--- src/rtl/dmem_port_arbiter.sv ---
// Arbitrates the single data-memory port between the CPU MEM stage and the debug dump engine.
// CPU has fixed priority. A starvation counter forces in a waiting DBG read.
module dmem_port_arbiter #(
  parameter int XLEN     = 32,
  parameter int ADDR_W   = 32,
  parameter int MAX_WAIT = 8
) (
  input  logic              i_clk,
  input  logic              i_rst_n,
  input  logic              i_cpu_req,
  input  logic              i_cpu_we,
  input  logic [ADDR_W-1:0] i_cpu_addr,
  input  logic [XLEN-1:0]   i_cpu_wdata,
  input  logic [XLEN/8-1:0] i_cpu_wstrb,
  output logic              o_cpu_gnt,
  output logic              o_cpu_stall,
  output logic              o_cpu_rvalid,
  output logic [XLEN-1:0]   o_cpu_rdata,
  input  logic              i_dbg_req,
  input  logic [ADDR_W-1:0] i_dbg_addr,
  output logic              o_dbg_gnt,
  output logic              o_dbg_rvalid,
  output logic [XLEN-1:0]   o_dbg_rdata,
  output logic              o_mem_en,
  output logic [XLEN/8-1:0] o_mem_wstrb,
  output logic [ADDR_W-1:0] o_mem_addr,
  output logic [XLEN-1:0]   o_mem_wdata,
  input  logic [XLEN-1:0]   i_mem_rdata
);

  localparam logic [0:0] S_NORM  = 1'b0;
  localparam logic [0:0] S_FORCE = 1'b1;

  localparam logic [1:0] OWN_NONE = 2'd0;
  localparam logic [1:0] OWN_CPU  = 2'd1;
  localparam logic [1:0] OWN_DBG  = 2'd2;

  localparam logic [7:0] WAIT_LAST = 8'(MAX_WAIT - 1);

  logic [0:0] state, state_nxt;
  logic [7:0] wait_cnt, wait_cnt_nxt;
  logic [1:0] rd_owner, rd_owner_nxt;
  logic       gnt_cpu, gnt_dbg, contend;

  // Grants are gated by reset so every output reads 0 while reset is held.
  always_comb begin
    // NOTE: every always_comb output gets a default first so no path can infer a latch.
    gnt_cpu = 1'b0;
    gnt_dbg = 1'b0;
    if (i_rst_n) begin
      if (state == S_FORCE) begin
        gnt_dbg = i_dbg_req;
      end else begin
        gnt_cpu = i_cpu_req;
        gnt_dbg = ~i_cpu_req & i_dbg_req;
      end
    end
  end

  assign contend = (state == S_NORM) & i_cpu_req & i_dbg_req;

  always_comb begin
    state_nxt    = S_NORM;
    wait_cnt_nxt = wait_cnt;
    if (contend && wait_cnt == WAIT_LAST) state_nxt = S_FORCE;

    if (gnt_dbg || !i_dbg_req) begin
      wait_cnt_nxt = 8'd0;
    end else if (contend) begin
      if (wait_cnt == WAIT_LAST)  wait_cnt_nxt = 8'd0;
      else if (wait_cnt != 8'hFF) wait_cnt_nxt = wait_cnt + 8'd1;
    end

    rd_owner_nxt = OWN_NONE;
    if (gnt_cpu && !i_cpu_we) rd_owner_nxt = OWN_CPU;
    else if (gnt_dbg)         rd_owner_nxt = OWN_DBG;
  end

  // NOTE: sequential state uses non-blocking assignments so all registers update together.
  always_ff @(posedge i_clk or negedge i_rst_n) begin
    if (!i_rst_n) begin
      state    <= S_NORM;
      wait_cnt <= 8'd0;
      rd_owner <= OWN_NONE;
    end else begin
      state    <= state_nxt;
      wait_cnt <= wait_cnt_nxt;
      rd_owner <= rd_owner_nxt;
    end
  end

  assign o_cpu_gnt   = gnt_cpu;
  assign o_dbg_gnt   = gnt_dbg;
  assign o_cpu_stall = i_rst_n & i_cpu_req & ~gnt_cpu;

  assign o_mem_en    = gnt_cpu | gnt_dbg;
  assign o_mem_wstrb = (gnt_cpu & i_cpu_we) ? i_cpu_wstrb : '0;
  assign o_mem_addr  = gnt_cpu ? i_cpu_addr : (gnt_dbg ? i_dbg_addr : '0);
  assign o_mem_wdata = gnt_cpu ? i_cpu_wdata : '0;

  // Read data lands one cycle after issue; only the owning port sees it.
  assign o_cpu_rvalid = (rd_owner == OWN_CPU);
  assign o_dbg_rvalid = (rd_owner == OWN_DBG);
  assign o_cpu_rdata  = o_cpu_rvalid ? i_mem_rdata : '0;
  assign o_dbg_rdata  = o_dbg_rvalid ? i_mem_rdata : '0;

endmodule

--- config.mk ---
export PLATFORM = sky130hd
export DESIGN_NAME = dmem_port_arbiter
export DESIGN_NICKNAME = d
export VERILOG_FILES = /design/src/rtl/dmem_port_arbiter.sv
export SDC_FILE = /design/constraint.sdc
export NUM_CORES = 1
export LEC_CHECK = 0
export ABC_CLOCK_PERIOD_IN_PS = 2200
export BUFFER_PORTS_ARGS = -buffer_cell sky130_fd_sc_hd__buf_2
export CAP_MARGIN = 20
export CORE_AREA = 5 5 105 107
export CTS_BUF_LIST = sky130_fd_sc_hd__clkbuf_2 sky130_fd_sc_hd__clkbuf_4 sky130_fd_sc_hd__clkbuf_8
export DETAILED_ROUTE_END_ITERATION = 7
export DIE_AREA = 0 0 110 112
export PLACE_DENSITY = 0.52
export SYNTH_ARGS = -nofsm -noshare
export SYNTH_HDL_FRONTEND = slang
export SYNTH_SLANG_ARGS = --single-unit
--- constraint.sdc ---
create_clock -name i_clk -period 2.2 [get_ports i_clk]
set_input_delay 0.66 -clock i_clk [delete_from_list [all_inputs] [get_ports i_clk]]
set_output_delay 0.66 -clock i_clk [all_outputs]
set_load 0.1 [all_outputs]
==> results of run 1 <==
-- worst max-delay path by stage --
stage,slack [ns],end,from,cells after the start
2_1_floorplan,-0.15,o_mem_wstrb[0],i_cpu_req,5
3_3_place_gp,-0.22,o_mem_addr[17],i_cpu_req,6
3_5_place_dp,-0.24,o_mem_addr[23],i_cpu_req,6
4_1_cts,-0.22,o_mem_wstrb[1],state$_DFF_PN0_,5
5_1_grt,-0.24,o_mem_wdata[28],state$_DFF_PN0_,5
6_report,-0.19,o_mem_addr[12],i_cpu_req,6
-- what timing repair did --
item                                    in CTS  in global routing
pin swaps                                   21                  0
cloned                                       6                  0
buffers inserted                             4                  3
endpoints found under the setup margin      72                 98
gates resized for setup                     21                  5
-- state kept, by name, summed over array words and instances (netlist names) --
signal	flops
rd_owner	2
state	1
wait_cnt	8
-- power groups by stage --
stage	combinational [W]	sequential [W]	clock, W
floorplan	0.000932	0.000212	0
global placement	0.00154	0.000213	0
detailed placement	0.00156	0.000213	0
CTS	0.00162	0.000210	0.000221
global route	0.00167	0.000210	0.000237
finish	0.00162	0.000210	0.000218
-- area by class of cell --
type | count | share of cell area (%)
Tap cell | 136 | 2.74
Sequential cell | 11 | 4.43
Multi-Input combinational cell | 187 | 29.3
Timing Repair Buffer | 303 | 62.7
Clock buffer | 4 | 0.786
Antenna cell | 1 | 0.0403
-- stage by stage --
stage	total power [W]	cells
after detailed placement	0.00177	624
final	0.00205	642
after floorplan	0.00114	219
after global placement	0.00176	624
after CTS	0.00206	638
after global routing	0.00212	642
-- critical path: stages --
cell and delay [ns]:
buf_8 0.11, and2b_4 0.16, and2_4 0.21, buf_12 0.17
a22o_4 0.25, buf_12 0.16
-- cells in the final DEF, fill, tap and decap left out, types with 2 or more instances in the layout --
master     instances
nand4_1            2
nand3b_1           2
bufbuf_16          3
and2_2            56
and3_2             3
o311ai_1           2
buf_16             2
buf_4             12
buf_6              5
and2_1             6
clkbuf_8           3
nor3_1             2
dfrtp_1           11
a32o_1             2
nand3_1            4
a31oi_1            3
nor2b_1            2
and3_4            37
and2_4             4
a22o_4            32
buf_12           145
nor2_1             2
o21ai_0            2
buf_2            135
nand2_1           12
-- routing by layer --
layer / GRT usage, % / vias up
li1: - / 1364
met1: 17.5 / 1304
met2: 34.8 / 188
met3: 6.26 / 13
met4: 4.66 / 0
met5: 0 / -
-- logic make-up after synthesis --
family / Yosys count / share of synthesized area, %
and+or+nand+nor: 140 / 52.8
AOI/OAI and AO/OA: 43 / 22.4
buffers and inverters: 22 / 6.04
DFF: 11 / 16.8
xor gates and xnor gates: 1 / 0.535
muxes: 1 / 0.612
adders and majority gates: 1 / 0.764
==> impl_results.md, run 1 <==
- Area of the core: 10000 sq um
- Setup TNS: -11.12 ns
- Leakage: 2.91 nW
- Final setup vio count: 70
- Grt total ovfl: 0
- Outcome: finished with violations
- Initial DRC count: approximately 130
- Ports: approximately 280
- Area Overhead vs Synth: 279%
- Top cells by count, synth: and2_1, and3_1, a22o_1
- Fin Hold WS: 0.429 ns
- Fin. max-slew vios: 0
- Register area share after synthesis: 16.8%
- Final core occ: roughly three fifths
- Minimum clock period: roughly 2.4 ns
- Clock buffer count from CTS: 3
- Startpoint types: input pin
- Crit share post-route: 109%
- Synthesized instance count: about 220
- Clk slew on worst S/H paths: 0.05 ns
- Buffers on Ports: about 270
- Relative slew slack: about 80%
- MaxCap Viol Count: 0
- Multi-input logic area: approximately 1800 sq um
- WL/cell: 18.2 microns
- Nets@finish: between 600 and 700
- Reg power frac: 10.3%
- Area contributors post-synth: and2_1, a22o_1, dfrtp_1, and3_1, clkbuf_1
- Critical Path AT: between 1.5 and 2 ns
- Cell row count: 37
- Synth Net Count: approximately 360
- RR Startpoint: wait_cnt[0]$_DFFE_PN0P_
- Ys Warns: 0
- Top routing layer in use: met4
- Initial Util: 16.3%
- First-pass GRT wire length: ~18 mm
- FF-to-FF End: wait_cnt[7]$_DFFE_PN0P_
- Yosys cell types: 31
- Max clock buf depth: 2
- Max IR drop VDD: approximately 210 uV
- FMAX: ~420 MHz
- Final WL: about 12 mm
- Met2 wire len: 6.38 mm
- R2r setup slk: 0.51 ns
- CTS tree: done
- Synthesized area: between 1500 and 2000 sq um
- Power Dens Cells: about 330 nW/um^2
- Largest area contributor in the netlist: and2_1
- Worst EP required: between 1.5 and 2 ns
- RSZ-0062 raised after global routing: yes
- # fillers: 792
- Largest net degree at the start of global routing: 35
- Switching share of power: about half
- Slew @ Worst Pin: between 0.2 and 0.3 ns
- Clk Latency, worst-skew pair: 0.24 ns
- CP Capture Type: output port
- M1 wire length: about 3.6 mm
- Number of global-route vias before repair: about 3200
- Die W: ~110 microns
- Number of synthesized register bits: 11
- P_sw: 0.00105 W
- Cell with the most instances after synthesis: and2_1
- Antenna viol nets, final: 0
- First-pass detailed-route iteration total: 4
- Pint: between 0.0009 and 0.001 W
- CTS Root Cell: clkbuf_8
- Share of layout cells above drive strength 1: about nine tenths
- Post-synth ARST share: 100%
- WL met3: between 1.5 and 2 mm
- Syn Area/Cell: 7.47 sq um
- Leading register cell type out of synthesis: dfrtp_1
- Setup WS post-layout: -0.188 ns
- Vias per cell: ~4.5
- Pre-CTS setup slack: -0.238 ns
- Final Skew: 0.00532 ns
- CTS sink count: 11
- Clock power frac: a little over a tenth
- Detailed Place HPWL: 9.87 mm
- R2r worst-path depth: 5
- Area after DPL: roughly 6000 sq um
- Cts hold-fix bufs: 0
- Die ar.: 12300 sq um
- Final Wtd Congestion: 0.847
- Final hold viol count: 0
- Register area: 275 sq um
- GR Util All Layers: between 10% and 20%
- DRC viols: 0
- Post-synth EDFFs: 0
- Failing checks: negative setup slack
- Vias: between 2000 and 3000
- CP max FO: 8
- Top cell type's share of synthesized area: between 20% and 30%
- Antenna violations before repair: 1
- CTS H-tree lvls: 1
- Logic pwr share: between 70% and 80%
- Design Area, Final: approximately 6200 sq um
- Die height: about 110 microns
- Critical Setup Path Class: input pin to output port
- HP Class: input pin to async pin
Power figures use the tool's default switching activity.
==> inputs of run 2 (changes only) <==
Settings changed: RECOVER_POWER set to 50.
==> run 2 against run 1 <==
The run still ends with negative setup slack left. Register-to-register slack about the same. Combinational power about the same. Sequential share of layout area is essentially flat. Setup slack about the same. Critical path depth unchanged. First-iteration DRC count decreased by 0.80%. Critical path type unchanged. Critical endpoint unchanged. Largest power group unchanged. Highest routed layer unchanged.
==> impl_results.md, run 2 (synthesized netlist as in run 1, its figures left out) <==
- Clk Latency, worst-skew pair: 0.24 ns (about the same)
- Final hold viol count: 0 (unchanged)
- # fillers: 791 (-0.13%)
- Final Wtd Congestion: 0.847 (unchanged)
- Most frequent cells in the layout: buf_12, buf_2, and2_2
- Detailed Place HPWL: 9.87 mm (unchanged)
- Slew @ Worst Pin: 0.494 ns (+0.198 ns)
- Final setup vio count: 70 (unchanged)
- Initial Util: 16.3% (unchanged)
- Clock buffer count from CTS: 3 (unchanged)
- Placed Instances: 624 (unchanged)
- First-pass GRT wire length: 17.5 mm (unchanged)
- Relative slew slack: 67.1% (-13 points)
- Largest net degree at the start of global routing: 35 (unchanged)
- Ports: 275 (unchanged)
- Max clock buf depth: 2 (unchanged)
- Vias: 2870 (+0.035%)
- HP Class: input pin to async pin
- Fin. max-slew vios: 0 (unchanged)
- Crit share post-route: 109% (about the same)
- R2r worst-path depth: 5 (unchanged)
- Die ar.: 12300 sq um (unchanged)
- Max reg flops: 8 (unchanged)
- Number of global-route vias before repair: 3208 (unchanged)
- Share of layout cells above drive strength 1: 88.3% (-0.40 points)
- Nets@finish: 644 (unchanged)
- Finished Layout Cells: 642 (unchanged)
- Startpoint types: input pin
- Failing checks: negative setup slack
- Area Overhead vs Synth: 279%
- RSZ-0062 raised after global routing: yes
- GR Util All Layers: 17.9% (unchanged)
- CTS H-tree lvls: 1 (unchanged)
- Die height: 112 microns (unchanged)
- Antenna violations before repair: 1 (unchanged)
- FMAX: 419 MHz (about the same)
- First-pass detailed-route iteration total: 4 (unchanged)
- CTS tree: done
- Minimum clock period: 2.39 ns (+0.000148 ns)
- Setup WS post-layout: -0.188 ns (-0.000148 ns)
- Die W: 110 microns (unchanged)
- CTS sink count: 11 (unchanged)
- MaxCap Viol Count: 0 (unchanged)
- Register area: 275 sq um (unchanged)
- WL/cell: 18.2 microns (about the same)
- Power Dens Cells: 330 nW/um^2 (about the same)
- CTS Root Cell: clkbuf_8
- Largest Register: wait_cnt
- DRC viols: 0 (unchanged)
- Final Skew: 0.00520 ns (-0.000128 ns)
- Initial DRC count: 124 (-0.80%)
- CP Capture Type: output port
- Commonest non-fill, non-tap cell in the layout: buf_12
- Final WL: 11.7 mm (about the same)
- Top Registers: wait_cnt (8), rd_owner (2), state (1)
- Area of the core: 10000 sq um (unchanged)
- Critical Path AT: 1.73 ns (about the same)
- Worst EP required: 1.54 ns (about the same)
- Antenna viol nets, final: 0 (unchanged)
- CP max FO: 8 (unchanged)
- Outcome: finished with violations
- Multi-input logic area: 1820 sq um (unchanged)
- Pre-CTS setup slack: -0.238 ns (unchanged)
- Buffers on Ports: 274 (unchanged)
- Cell row count: 37 (unchanged)
- Vias per cell: 4.47 (about the same)
- Max IR drop VDD: 212 uV (about the same)
- Grt total ovfl: 0 (unchanged)
- Critical Setup Path Class: input pin to output port
- Clk slew on worst S/H paths: 0.05 ns (about the same)
- Leakage: 2.90 nW (-0.25%)
==> run 2: cell types whose count changed in the layout (fill, tap and decap cells not counted), sizes merged <==
cell,change
buf,-2
clkbuf,+2
==> run 2: through the flow <==
stage / util [%] / hold slack, ns / area, sq um / power (W) / setup TNS, ns
2_1_floorplan: - / 0.364 / 2230 / 0.00114 / -1.75
3_3_place_gp: 58.2 / 0.525 / 5850 / 0.00176 / -12.54
3_5_place_dp: 58.2 / 0.543 / 5850 / 0.00177 / -14.04
4_1_cts: 61.4 / 0.417 / 6170 / 0.00206 / -12.00
5_1_grt: 61.7 / 0.465 / 6200 / 0.00211 / -13.55
6_report: 61.7 / 0.443 / 6200 / 0.00204 / -11.13
==> run 2: layout make-up <==
| cell class | instances | area share [%] |
|---|---|---|
| antenna | 1 | 0.0403 |
| clock buffer | 4 | 0.787 |
| multi-input combinational | 187 | 29.4 |
| sequential | 11 | 4.44 |
| tap | 136 | 2.74 |
| timing repair buffer | 303 | 62.6 |
==> run 2: worst paths after layout <==
| kind | startpoint | endpoint | slack (ns) |
|---|---|---|---|
| setup / recovery | i_cpu_req | o_mem_addr[12] | -0.19 |
| hold / removal | i_rst_n | rd_owner[1]$_DFF_PN0_ | 0.44 |
| setup reg to reg | wait_cnt[0]$_DFFE_PN0P_ | wait_cnt[7]$_DFFE_PN0P_ | 0.51 |
| hold reg to reg | wait_cnt[0]$_DFFE_PN0P_ | wait_cnt[0]$_DFFE_PN0P_ | 0.55 |
| max in group asynchronous | i_rst_n | wait_cnt[6]$_DFFE_PN0P_ | 1.09 |
| min in group i_clk | wait_cnt[0]$_DFFE_PN0P_ | wait_cnt[0]$_DFFE_PN0P_ | 0.55 |
==> run 2: power breakdown <==
part           switching (W)  internal [W]
Sequential        0.00000348      0.000207
Combinational       0.000970      0.000646
Clock              0.0000782      0.000140
Total                0.00105      0.000992
==> run 2: worst max-delay path: stages <==
cell	delay, ns
buf_8	0.11
and2b_4	0.16
and2_4	0.21
buf_12	0.17
a22o_4	0.25
buf_12	0.16
==> run 2: routing by layer <==
metal  GRT usage (%)  vias up  part of all wire [%]
li1                -     1364                     -
met2            34.8      188                    55
met3            6.26       13                    13
met4            4.66        0                   1.6
met1            17.5     1305                    31
met5               0        -                     0
==> run 2: repair_timing <==
item,CTS,global route
endpoints found under the setup margin,72,98
pin swaps,21,0
hold buffers,0,0
cloned,6,0
setup buffers,4,3
gates resized for setup,21,5
==> inputs of run 3 (changes only) <==
Settings changed: ABC_CLOCK_PERIOD_IN_PS 2200 to 2600.
Clock period 2.2 ns to 2.6 ns, I/O delays scaled along.
==> run 3 against run 2 <==
Wire length shrank 7.0%. Critical endpoint is now o_mem_addr[19]. Sequential share of layout area grew 0.32 points. Cell count decreased by 2.0%. The flow still finishes with violations (negative setup slack).
==> impl_results.md, run 3 (synthesized netlist as in run 1, its figures left out) <==
- Clock power frac: 10.7% (about the same)
- Max reg flops: 8 (unchanged)
- Vias per cell: 4.44 (-0.60%)
- CTS sink count: 11 (unchanged)
- Fin. max-slew vios: 0 (unchanged)
- CTS Root Cell: clkbuf_8
- CP Capture Type: output port
- CTS tree: done
- Cell mode on critical path: buf_12
- Top Registers: wait_cnt (8), rd_owner (2), state (1)
- Die height: 112 microns (unchanged)
- Crit path cell chain: buf_8 -> and2b_4 -> and2_4 -> buf_12 -> a22o_4 -> buf_12
- Share of layout cells above drive strength 1: 79.3% (-9.0 points)
- GR Util All Layers: 16.5% (-1.4 points)
- RSZ-0062 raised after global routing: yes
- Cts hold-fix bufs: 0 (unchanged)
- Commonest non-fill, non-tap cell in the layout: buf_12
- Critical Setup Path Class: input pin to output port
- Initial DRC count: 70 (-44%)
- # diodes: 0 (-1)
- Largest net degree at the start of global routing: 34 (-2.9%)
- Clk Latency, worst-skew pair: 0.24 ns (about the same)
- Startpoint types: input pin
- Antenna viol nets, final: 0 (unchanged)
- DRC viols: 0 (unchanged)
- FF-to-FF End: wait_cnt[7]$_DFFE_PN0P_
- Setup WS post-layout: -0.0185 ns (+0.170 ns)
- Cell row count: 37 (unchanged)
- Slew @ Worst Pin: 0.308 ns (-0.186 ns)
- Clock buffer count from CTS: 3 (unchanged)
- Max clock buf depth: 2 (unchanged)
- Failing checks: negative setup slack
- Number of global-route vias before repair: 2997 (-6.6%)
- Fin Hold WS: 0.535 ns (+0.0926 ns)
- Switching share of power: 53.1% (+1.6 points)
- Grt total ovfl: 0 (unchanged)
- MaxCap Viol Count: 0 (unchanged)
- Power Dens Cells: 286 nW/um^2 (-13%)
- Final core occ: 57.6% (-4.1 points)
- Largest Register: wait_cnt
- HP Class: input pin to async pin
- WL/cell: 17.3 microns (-5.0%)
- CP max FO: 10 (+2)
- Worst EP required: 1.82 ns (+0.28 ns)
- Clk slew on worst S/H paths: 0.06 ns (about the same)
- Detailed Place HPWL: 9.55 mm (-3.2%)
- Die W: 110 microns (unchanged)
- Finished Layout Cells: 629 (-2.0%)
- Initial Util: 16.3% (unchanged)
- Final hold viol count: 0 (unchanged)
- Worst Path Buf+Inv: 3 (unchanged)
- Vias: 2795 (-2.6%)
- Area Overhead vs Synth: 254%
- Antenna violations before repair: 0 (-1)
- Final Skew: 0.00711 ns (+0.00191 ns)
- Crit share post-route: 101%
- Die ar.: 12300 sq um (unchanged)
- Final setup vio count: 21 (-70%)
- Cell family with the largest share of critical-path delay: buffers and inverters
- Reg power frac: 10.7% (+0.4 points)
- R2r setup slk: 0.93 ns (+0.42 ns)
- First-pass GRT wire length: 16.3 mm (-7.1%)
- Slowest stage delay, CP: 0.26 ns (about the same)
- Final WL: 10.9 mm (-7.0%)
- Critical Path AT: 1.84 ns (+0.11 ns)
- Leakage: 2.79 nW (-4.0%)
- Ports: 275 (unchanged)
- Max IR drop VDD: 188 uV (-11%)
- Placed Instances: 622 (-0.32%)
- R2r worst-path depth: 5 (unchanged)
- Area of the core: 10000 sq um (unchanged)
- Minimum clock period: approximately 2.6 ns
- Pint: 0.000777 W (-22%)
- First-pass detailed-route iteration total: 4 (unchanged)
- Logic pwr share: 78.6% (-0.5 points)
- Nets@finish: 632 (-1.9%)
- CP max-delay cell: a22o_4
- Buffers on Ports: 274 (unchanged)
- Final Wtd Congestion: 0.829 (-2.2%)
- Relative slew slack: 79.5% (+12 points)
- Outcome: finished with violations
- RR Startpoint: wait_cnt[0]$_DFFE_PN0P_
- Most frequent cells in the layout: buf_12, buf_2, and2_1
- FMAX: around 380 MHz
- CTS H-tree lvls: 1 (unchanged)
- P_sw: 0.000880 W (-16%)
[run 3: what timing repair did]
item / CTS / global route
cloned: 1 / 1
gates resized for setup: 9 / 2
endpoints found under the setup margin: 33 / 49
buffers inserted: 1 / 1
pin swaps: 1 / 12
[run 3: metal layers]
metal / global-route usage, % / wire [microns] / vias up
met1: 18.2 / 3780 / 1264
met2: 30.0 / 5530 / 185
met4: 3.99 / 233 / 0
li1: - / - / 1332
met5: 0 / 0 / -
met3: 5.45 / 1350 / 14
[run 3: power by group through the flow]
stage	clock network (W)	logic [W]	registers, W
after CTS	0.000182	0.00131	0.000177
after detailed placement	0	0.00129	0.000180
after global routing	0.000193	0.00134	0.000178
final	0.000178	0.00130	0.000177
after floorplan	0	0.000759	0.000180
after global placement	0	0.00128	0.000180
[run 3: final cells by class]
class,count,area [sq um]
clock buffer,3,41.3
clock inverter,1,5.00
fill,824,4260
multi-input combinational,186,1630
sequential,11,275
tap,136,170
timing repair buffer,292,3670
[run 3: how the worst max path moves through the flow]
stage              start              to  slack, ns  depth (start not counted)
2_1_floorplan    i_rst_n   o_mem_addr[6]      -0.17                          5
3_3_place_gp   i_cpu_req        o_mem_en      -0.07                          6
3_5_place_dp   i_cpu_req        o_mem_en      -0.08                          6
4_1_cts        i_cpu_req  o_mem_addr[25]      -0.04                          6
5_1_grt        i_cpu_req  o_mem_addr[20]      -0.04                          6
6_report       i_cpu_req  o_mem_addr[19]      -0.02                          6
[run 3: through the flow]
| stage | power, W | setup WS, ns | cell area (sq um) | setup TNS, ns |
|---|---|---|---|---|
| after floorplan | 0.000939 | -0.168 | 2010 | -0.168 |
| after global placement | 0.00146 | -0.0663 | 5640 | -0.643 |
| after detailed placement | 0.00147 | -0.0844 | 5640 | -0.808 |
| after CTS | 0.00166 | -0.0395 | 5760 | -0.382 |
| after global routing | 0.00171 | -0.0442 | 5790 | -0.907 |
| final | 0.00166 | -0.0185 | 5790 | -0.245 |
